$ cat config.mk
export PLATFORM = sky130hd
export DESIGN_NAME = mul_partial_seq
export DESIGN_NICKNAME = d
export VERILOG_FILES = /design/src/rtl/mul_pkg.sv /design/src/rtl/mul_digit_2bit.sv /design/src/rtl/mul_partial_seq.sv
export SDC_FILE = /design/constraint.sdc
export NUM_CORES = 1
export LEC_CHECK = 0
export CAP_MARGIN = 20
export CORE_MARGIN = 2
export CORE_UTILIZATION = 58
export DETAILED_ROUTE_END_ITERATION = 7
export GPL_ROUTABILITY_DRIVEN = 0
export PLACE_DENSITY_LB_ADDON = 0.08
export SYNTH_ARGS = -nofsm -noshare
export SYNTH_HDL_FRONTEND = slang
export SYNTH_SLANG_ARGS = --single-unit
export TNS_END_PERCENT = 20
$ cat constraint.sdc
create_clock -name clk -period 3.7 [get_ports clk]
set_input_delay 1.11 -clock clk [delete_from_list [all_inputs] [get_ports clk]]
set_output_delay 1.11 -clock clk [all_outputs]
set_load 0.01 [all_outputs]
$ cat src/rtl/mul_pkg.sv
// Shared types and constants for the sequential radix-4 multiplier.
package mul_pkg;

  typedef enum logic [1:0] {
    IDLE = 2'd0,
    BUSY = 2'd1,
    DONE = 2'd2
  } state_t;

  localparam logic MODE_PARTIAL = 1'b0;
  localparam logic MODE_FULL    = 1'b1;

endpackage

$ cat src/rtl/mul_digit_2bit.sv
// Combinational partial product: (WIDTH+2)-bit operand times one radix-4 digit.
module mul_digit_2bit #(
  parameter int unsigned WIDTH = 8
) (
  input  logic [WIDTH+1:0] x,
  input  logic [1:0]       d,
  output logic [WIDTH+3:0] prod_c
);

  localparam int unsigned OW = WIDTH + 4;

  logic [OW-1:0] xe;

  always_comb begin
    xe = OW'(x);
    unique case (d)
      2'd0:    prod_c = '0;
      2'd1:    prod_c = xe;
      2'd2:    prod_c = xe << 1;
      default: prod_c = (xe << 1) + xe;
    endcase
  end

endmodule

$ cat src/rtl/mul_partial_seq.sv
// Sequential radix-4 unsigned multiplier with partial/full product modes
// and optional early termination once the remaining digits cannot contribute.
module mul_partial_seq
  import mul_pkg::*;
#(
  parameter int unsigned WIDTH      = 8,
  parameter bit          EARLY_EXIT = 1'b1
) (
  input  logic               clk,
  input  logic               rst_n,
  input  logic               in_valid,
  output logic               in_ready,
  input  logic [WIDTH-1:0]   A,
  input  logic [WIDTH-1:0]   B,
  input  logic               mode,
  output logic               out_valid,
  input  logic               out_ready,
  output logic [2*WIDTH-1:0] P
);

  localparam int unsigned PW     = 2 * WIDTH;
  localparam int unsigned DIGITS = WIDTH / 2;
  localparam int unsigned CW     = $clog2(DIGITS);
  localparam logic [CW-1:0] LAST = CW'(DIGITS - 1);
  localparam logic [PW-1:0] LOW_MASK = {{WIDTH{1'b0}}, {WIDTH{1'b1}}};

  if ((WIDTH % 2) != 0 || WIDTH < 4) begin : g_bad_width
    $error("mul_partial_seq: WIDTH must be even and >= 4");
  end

  state_t          state_q;
  logic [WIDTH-1:0] a_q;
  logic [PW-1:0]    a_shift_q;
  logic [WIDTH-1:0] b_shift_q;
  logic [PW-1:0]    acc_q;
  logic [CW-1:0]    cnt_q;
  logic             mode_q;
  logic [PW-1:0]    p_q;

  logic [WIDTH+3:0] pp;
  logic [PW-1:0]    pp_sh;
  logic [PW-1:0]    acc_sum;
  logic [PW-1:0]    acc_nxt;
  logic [PW-1:0]    a_sh_nxt;
  logic [WIDTH-1:0] b_sh_nxt;
  logic             exit_early;
  logic             finish;

  // Digit product is formed on the latched operand, then aligned by 2*count.
  mul_digit_2bit #(
    .WIDTH (WIDTH)
  ) u_digit (
    .x      ({2'b00, a_q}),
    .d      (b_shift_q[1:0]),
    .prod_c (pp)
  );

  // Next accumulator/shift values; partial mode keeps only the low WIDTH bits.
  always_comb begin
    pp_sh    = PW'(pp) << {cnt_q, 1'b0};
    acc_sum  = acc_q + pp_sh;
    acc_nxt  = (mode_q == MODE_PARTIAL) ? (acc_sum & LOW_MASK) : acc_sum;
    a_sh_nxt = (mode_q == MODE_PARTIAL) ? ((a_shift_q << 2) & LOW_MASK)
                                        : (a_shift_q << 2);
    b_sh_nxt = b_shift_q >> 2;
    exit_early = EARLY_EXIT &&
                 ((b_sh_nxt == '0) || ((mode_q == MODE_PARTIAL) && (a_sh_nxt == '0)));
    finish   = (cnt_q == LAST) || exit_early;
  end

  always_ff @(posedge clk or negedge rst_n) begin
    if (!rst_n) begin
      state_q   <= IDLE;
      a_q       <= '0;
      a_shift_q <= '0;
      b_shift_q <= '0;
      acc_q     <= '0;
      cnt_q     <= '0;
      mode_q    <= MODE_PARTIAL;
      p_q       <= '0;
    end else begin
      unique case (state_q)
        IDLE: begin
          if (in_valid) begin
            a_q       <= A;
            a_shift_q <= PW'(A);
            b_shift_q <= B;
            mode_q    <= mode;
            acc_q     <= '0;
            cnt_q     <= '0;
            state_q   <= BUSY;
          end
        end
        BUSY: begin
          acc_q     <= acc_nxt;
          a_shift_q <= a_sh_nxt;
          b_shift_q <= b_sh_nxt;
          cnt_q     <= cnt_q + CW'(1);
          if (finish) begin
            p_q     <= acc_nxt;
            state_q <= DONE;
          end
        end
        DONE: begin
          if (out_ready) begin
            p_q       <= '0;
            acc_q     <= '0;
            a_shift_q <= '0;
            b_shift_q <= '0;
            cnt_q     <= '0;
            state_q   <= IDLE;
          end
        end
        default: state_q <= IDLE;
      endcase
    end
  end

  assign in_ready  = (state_q == IDLE);
  assign out_valid = (state_q == DONE);
  assign P         = p_q;

endmodule
### Yosys cells after proc, flatten, opt, wreduce, memory -nomap -nowiden

Index checks and enable logic that the tools add are counted.

* bits in latches: 0
* input bits: 21
* memories kept: 0
* memory bits (read-only): 0
* register bits after elaboration: 67
* bits in writable memories: 0
* logic and storage cells: 53

* multiplexer cells: 19
* add/sub/neg operators: 3
* multipliers: 0
* bitwise logic cells: 1
* equality and inequality tests: 8
* reductions and logical operators: 13
* shift operators: 1
* divide/modulo/power cells: 0
* order comparisons: 0

Operator list (number)
* $mux 16: 5
* $pmux 16 s3: 1
* $pmux 14 s3: 1
* $pmux 12 s3: 1
* $pmux 16 s2: 1
* $pmux 8 s3: 1
* $add 16x16->16: 1
* $logic_not 16->1: 1
* $mux 8: 2
* $shl 12x3->16: 1
* $mux 14: 1
* $pmux 2 s3: 2
* $add 9x8->10: 1
* $reduce_and 3->1: 3
* $logic_not 8->1: 1
* $mux 2: 4
* $eq 2x2->1 const B: 3
* $eq 2x1->1 const B: 2
* $logic_not 2->1: 2
* $ne 2x2->1 const B: 2
* $reduce_bool 3->1: 1
* $add 2x1->2 const B: 1
* $logic_or 1x1->1: 2
* $ne 2x1->1 const B: 1
* other kinds (4): 4

### Depth between registers and ports, before layout

* depth in word-level cells: 7
* depth in mapped cells: 17

### Hierarchy

Synthesis repeated with hierarchy kept, for this count alone.

* cells, all modules: 430
* area total of the unflattened synthesis: 4051.4 µm²

Modules (own cells, without submodules)
* mul_partial_seq: cells each 351, area each 3447.1 µm², times used 1
* mul_digit_2bit: cells each 79, area each 604.3 µm², times used 1

### Worst setup path before layout

OpenSTA, ideal clock, no wires.

* path type: reg2reg
* from: register a_q[1]
* to: register p_q[15] (netlist: P[15])
* setup slack: 328 ps
* buffers on the path: 0
* clock period less this slack: 3372 ps
* required time: 3579 ps
* arrival time: 3251 ps
* cell stages (with the launch flop): 17
* library setup time: 121 ps
* cell sequence: dfrtp_1 ha_1 inv_1 fa_1 nor2b_1 o31a_1 nor3_1 o21bai_1 a31oi_1 a21oi_1 ha_1 and3_1 and2_1 a221oi_1 o21ai_1 xor2_1 a22o_1

* word-level cells in the longest chain between the ends: 7

Ends and longest elaborated chain
* start, declared: RTL line mul_partial_seq.sv:32 `logic [WIDTH-1:0] a_q;`
* start signal, assigned: RTL line mul_partial_seq.sv:74 `a_q <= '0;`
* start signal, assigned: RTL line mul_partial_seq.sv:85 `a_q <= A;`
* $add 9x8->10: RTL line mul_digit_2bit.sv:20 `default: prod_c = (xe << 1) + xe;`
* $pmux 12 s3 (*): RTL line mul_digit_2bit.sv:16 `unique case (d)`
* $shl 12x3->16 (*): RTL line mul_partial_seq.sv:60 `pp_sh = PW'(pp) << {cnt_q, 1'b0};`
* $add 16x16->16 (*): RTL line mul_partial_seq.sv:61 `acc_sum = acc_q + pp_sh;`
* $mux 16 (*): RTL line mul_partial_seq.sv:62 `acc_nxt = (mode_q == MODE_PARTIAL) ? (acc_sum & LOW_MASK) : acc_sum;`
* $mux 16 (*): RTL line mul_partial_seq.sv:99 `if (finish) begin`
* $pmux 16 s2 (*): RTL line mul_partial_seq.sv:82 `unique case (state_q)`
* end signal, assigned: RTL line mul_partial_seq.sv:100 `p_q <= acc_nxt;`
* end, declared: RTL line mul_partial_seq.sv:38 `logic [PW-1:0] p_q;`

Every way passes the cells marked *; elsewhere a longest branch is shown, timed or not. The select of a mux whose other input is x is not followed.
A chain may end at the register's enable or synchronous reset.

### Worst setup path after layout

* from: register a_q[2]
* to: register p_q[13] (netlist: P[13])

The elaborated chain is that of the path after synthesis.

==> run_results.csv <==
group,metric,value,unit
die,die_w,87.13,um
synthesis,yosysWarningCount,0,
power,swShare,47.40,%
sta,whs,0.4765,ns
sta,relSlewSlack,51.65,%
sta,fin_tns_setup,0,ns
place,io_buffers,38,
clock_network,clkTransAtPathRegs,0.07,ns
power,p_int,2854,uW
global_routing,antenna_found_initial,0,
setup_path,path_class,"reg2reg",
power,p_comb_share,66.1,%
route,via_per_inst,6.337,
synthesis,synth_top_area_share,36.84,%
power,p_sw,2572,uW
setup_path,reg2reg_to,"P[13]$_DFFE_PN0P_",
setup_path,crit_path_top_delay_cell,"dfrtp_2",
synthesis,netlist_instances,434,
clock_network,clockRootBuffer,"clkbuf_8",
power,total_power,5427,uW
global_routing,grt_usage,28.23,%
cells_and_area,drive_gt1_share,25.30,%
cells_and_area,fill_cells,462,
die,dieArea,0.007591,sq mm
setup_path,critical_path.startpoint,"a_q[2]$_DFFE_PN0P_",
synthesis,synth_ff_type,"dfrtp_1",
cells_and_area,n_antenna_cell,0,
power,pwr-share-clk,12.4,%
setup_path,end_kind,"register",
setup_path,worst_ep_required_time,3.93,ns
clock_network,clk_latency,0.34,ns
route,vias,3688,
global_routing,grt_pass1_wl,16680,um
route,wl_per_cell,18.78,um
setup_path,crit_end,"P[13]$_DFFE_PN0P_",
synthesis,async_flop_share,100.0,%
setup_path,ff2ff_setup_slack,0.06,ns
sta,period_share,98.49,%
cells_and_area,fin_area,0.005150,sq mm
cells_and_area,syn2layout_area_growth,28.50,%
clock_network,cts_inserted_buffers,9,
synthesis,yosys-top-cells-area,"dfrtp_1 (37%), ha_1 (8.7%), nand2_1 (5.5%)",
synthesis,synth.distinct_cells,61,
clock_network,clock_tree.buffer_depth,2,
power,p_leak,0.002299,uW
setup_path,path_common_cell,"nor2_1",
clock_network,ctsHtreeMaxLevel,3,
sta,setup_viol,0,
setup_path,r2r_cells,17,
sta,final.min_clock_period,3.644,ns
status,status,"finished clean",
route,drt-total-wl,10930,um
die,row_count,30,
setup_path,path_cells,"buf_6 -> inv_1 -> fa_2 -> nor2b_4 -> o31a_1 -> o31ai_4 -> nor2_1 -> a31oi_1 -> mux2i_1 -> ha_1 -> buf_4 -> nand2_1 -> nor2_1 -> a221oi_2 -> o41ai_2 -> xnor2_1 -> o31ai_1",
clock_network,tritoncts,"built",
die,io_pins,39,
setup_path,regToRegStartpoint,"a_q[2]$_DFFE_PN0P_",
sta,hold_viol,0,
die,coreArea,0.006756,sq mm
sta,max_freq,0.2744,GHz
route,drt_first_pass_iters,5,
sta,finalMaxSlewViolations,0,
setup_path,slowest_delay,0.48,ns
power,peakVddDrop,0.0008330,V
setup_path,cp_data_arrival_time,3.88,ns
route,ant_nets,0,
sta,timing.final.ws_setup,0.05598,ns
sta,finClkSkew,0.006471,ns
run,drv_cap,0,
synthesis,syn-cell-area,0.004008,sq mm
route,drc,0,
die,die_h,87.13,um
place,pre_cts_slack,-0.05818,ns
sta,tightestPinTransition,0.7252,ns
synthesis,seq_area_frac_synth,36.84,%
global_routing,grt_pass1_vias,3420,
setup_path,crit_fanout,4,
setup_path,start_kind,"register",
power,pwr-share-seq,21.5,%
clock_network,cts.sinks,59,
global_routing,gr-total-overflow,0,
synthesis,yosys.area.top_type,"dfrtp_1",
synthesis,synth_edf_count,0,
synthesis,syn-num-nets,485,
sta,rsz0062_at_grt,"true",
hold_path,hold_path_class,"reg2reg",
route,first_iter_violations,289,
cells_and_area,layout.nets,548,
die,initial_core_util,59.31,%
place,hpwl,7422,um
synthesis,synth_area_per_cell,9.234,sq um
global_routing,grt_max_degree,33,
power,p_per_area,1054,mW/mm^2
synthesis,synth-seq-cells,59,
clock_network,ctsHoldBuffers,0,
place,post_dp_cell_area,0.004517,sq mm
synthesis,ys_top_cells_by_count,"dfrtp_1 (59), nand2_1 (59), nor2_1 (36)",
-- worst max-delay path, delay by kind of cell (launching register included) --
family	cells	cell delay, ns
flip-flops	1	0.48
multiplexers	1	0.11
AND/OR/NAND/NOR	4	0.29
AO/OA/AOI/OAI	6	1.47
XOR/XNOR	1	0.17
buffers and inverters	3	0.40
adder cells (fa/ha/maj)	2	0.64
-- worst min-delay path by stage --
stage,start,end,cells after the start,slack (ns)
floorplan,acc_q[0]$_DFFE_PN0P_,acc_q[0]$_DFFE_PN0P_,2,0.45
global placement,P[7]$_DFFE_PN0P_,P[7]$_DFFE_PN0P_,2,0.46
detailed placement,P[7]$_DFFE_PN0P_,P[7]$_DFFE_PN0P_,2,0.47
CTS,P[2]$_DFFE_PN0P_,P[2]$_DFFE_PN0P_,2,0.48
global route,P[2]$_DFFE_PN0P_,P[2]$_DFFE_PN0P_,2,0.51
finish,P[4]$_DFFE_PN0P_,P[4]$_DFFE_PN0P_,2,0.48
-- cells by family after synthesis --
group	count (synthesis)	synth area share (%)
AND/OR/NAND/NOR	139	15.49
AO/OA/AOI/OAI	139	26.44
buffers and inverters	39	4.683
flip-flops	59	36.84
adder cells (fa/ha/maj)	30	9.741
XOR/XNOR	16	3.497
multiplexers	12	3.309
-- power by group through the flow --
stage          Combinational, uW  Clock (uW)  Sequential, uW
6_report                    3590         675            1160
3_3_place_gp                2900           0            1130
5_1_grt                     3870         713            1200
4_1_cts                     3030         687            1120
3_5_place_dp                2970           0            1140
2_1_floorplan               2210           0            1070
-- through the flow --
step	util, %	std cells
floorplan	-	434
finish	76.22	582
global route	76.22	582
global placement	66.85	550
detailed placement	66.85	550
CTS	70.65	567
-- repair_timing --
action,4_1_cts,5_1_grt
setup buffers,1,14
endpoints found under the setup margin,7,18
pin swaps,0,29
gates resized for setup,6,52
cloned,0,0
-- per-layer routing --
layer	track usage [%]	part of all wire (%)
met1	39.16	45
met2	43.65	47
met3	6.351	6.0
met4	9.930	2.6
met5	0	0
-- cell type report --
class / count / area, sq um / share of cell area [%]
flip-flops and latches: 59 / 1480 / 28.74
clock inverters: 6 / 88.84 / 1.725
repair buffers: 76 / 675.6 / 13.12
clock buffers: 10 / 137.6 / 2.672
well taps: 80 / 100.1 / 1.944
multi-input cells: 336 / 2611 / 50.70
inverters: 15 / 56.30 / 1.093
-- sequential cells by signal, summed over array words and instances (netlist names) --
signal     cells
b_shift_q      8
acc_q         16
a_shift_q      6
state_q        2
a_q            8
P             16
cnt_q          2
mode_q         1
-- placed cells by master, fill, tap and decap left out, types with 3 or more instances in the layout --
cell             count
a211oi_2             6
a21o_1              10
a21oi_1             16
a21oi_2              7
a221oi_1             9
a22o_1              11
a31oi_1              4
and3_1               3
buf_4               35
clkbuf_8            10
clkdlybuf4s50_1     37
dfrtp_1             56
dfrtp_2              3
ha_1                18
ha_2                 3
ha_4                 7
inv_1               10
inv_2                3
mux2_2              10
nand2_1             59
nand2b_1             3
nand3_1             10
nand4_1              5
nor2_1              36
nor3_1               5
o21a_1               3
o21ai_0             10
o21ai_1              7
o21ai_2              5
o21bai_1             5
o21bai_2             3
o31ai_1             17
xnor2_1              6
xor2_1               9
Power figures use the tool's default switching activity.
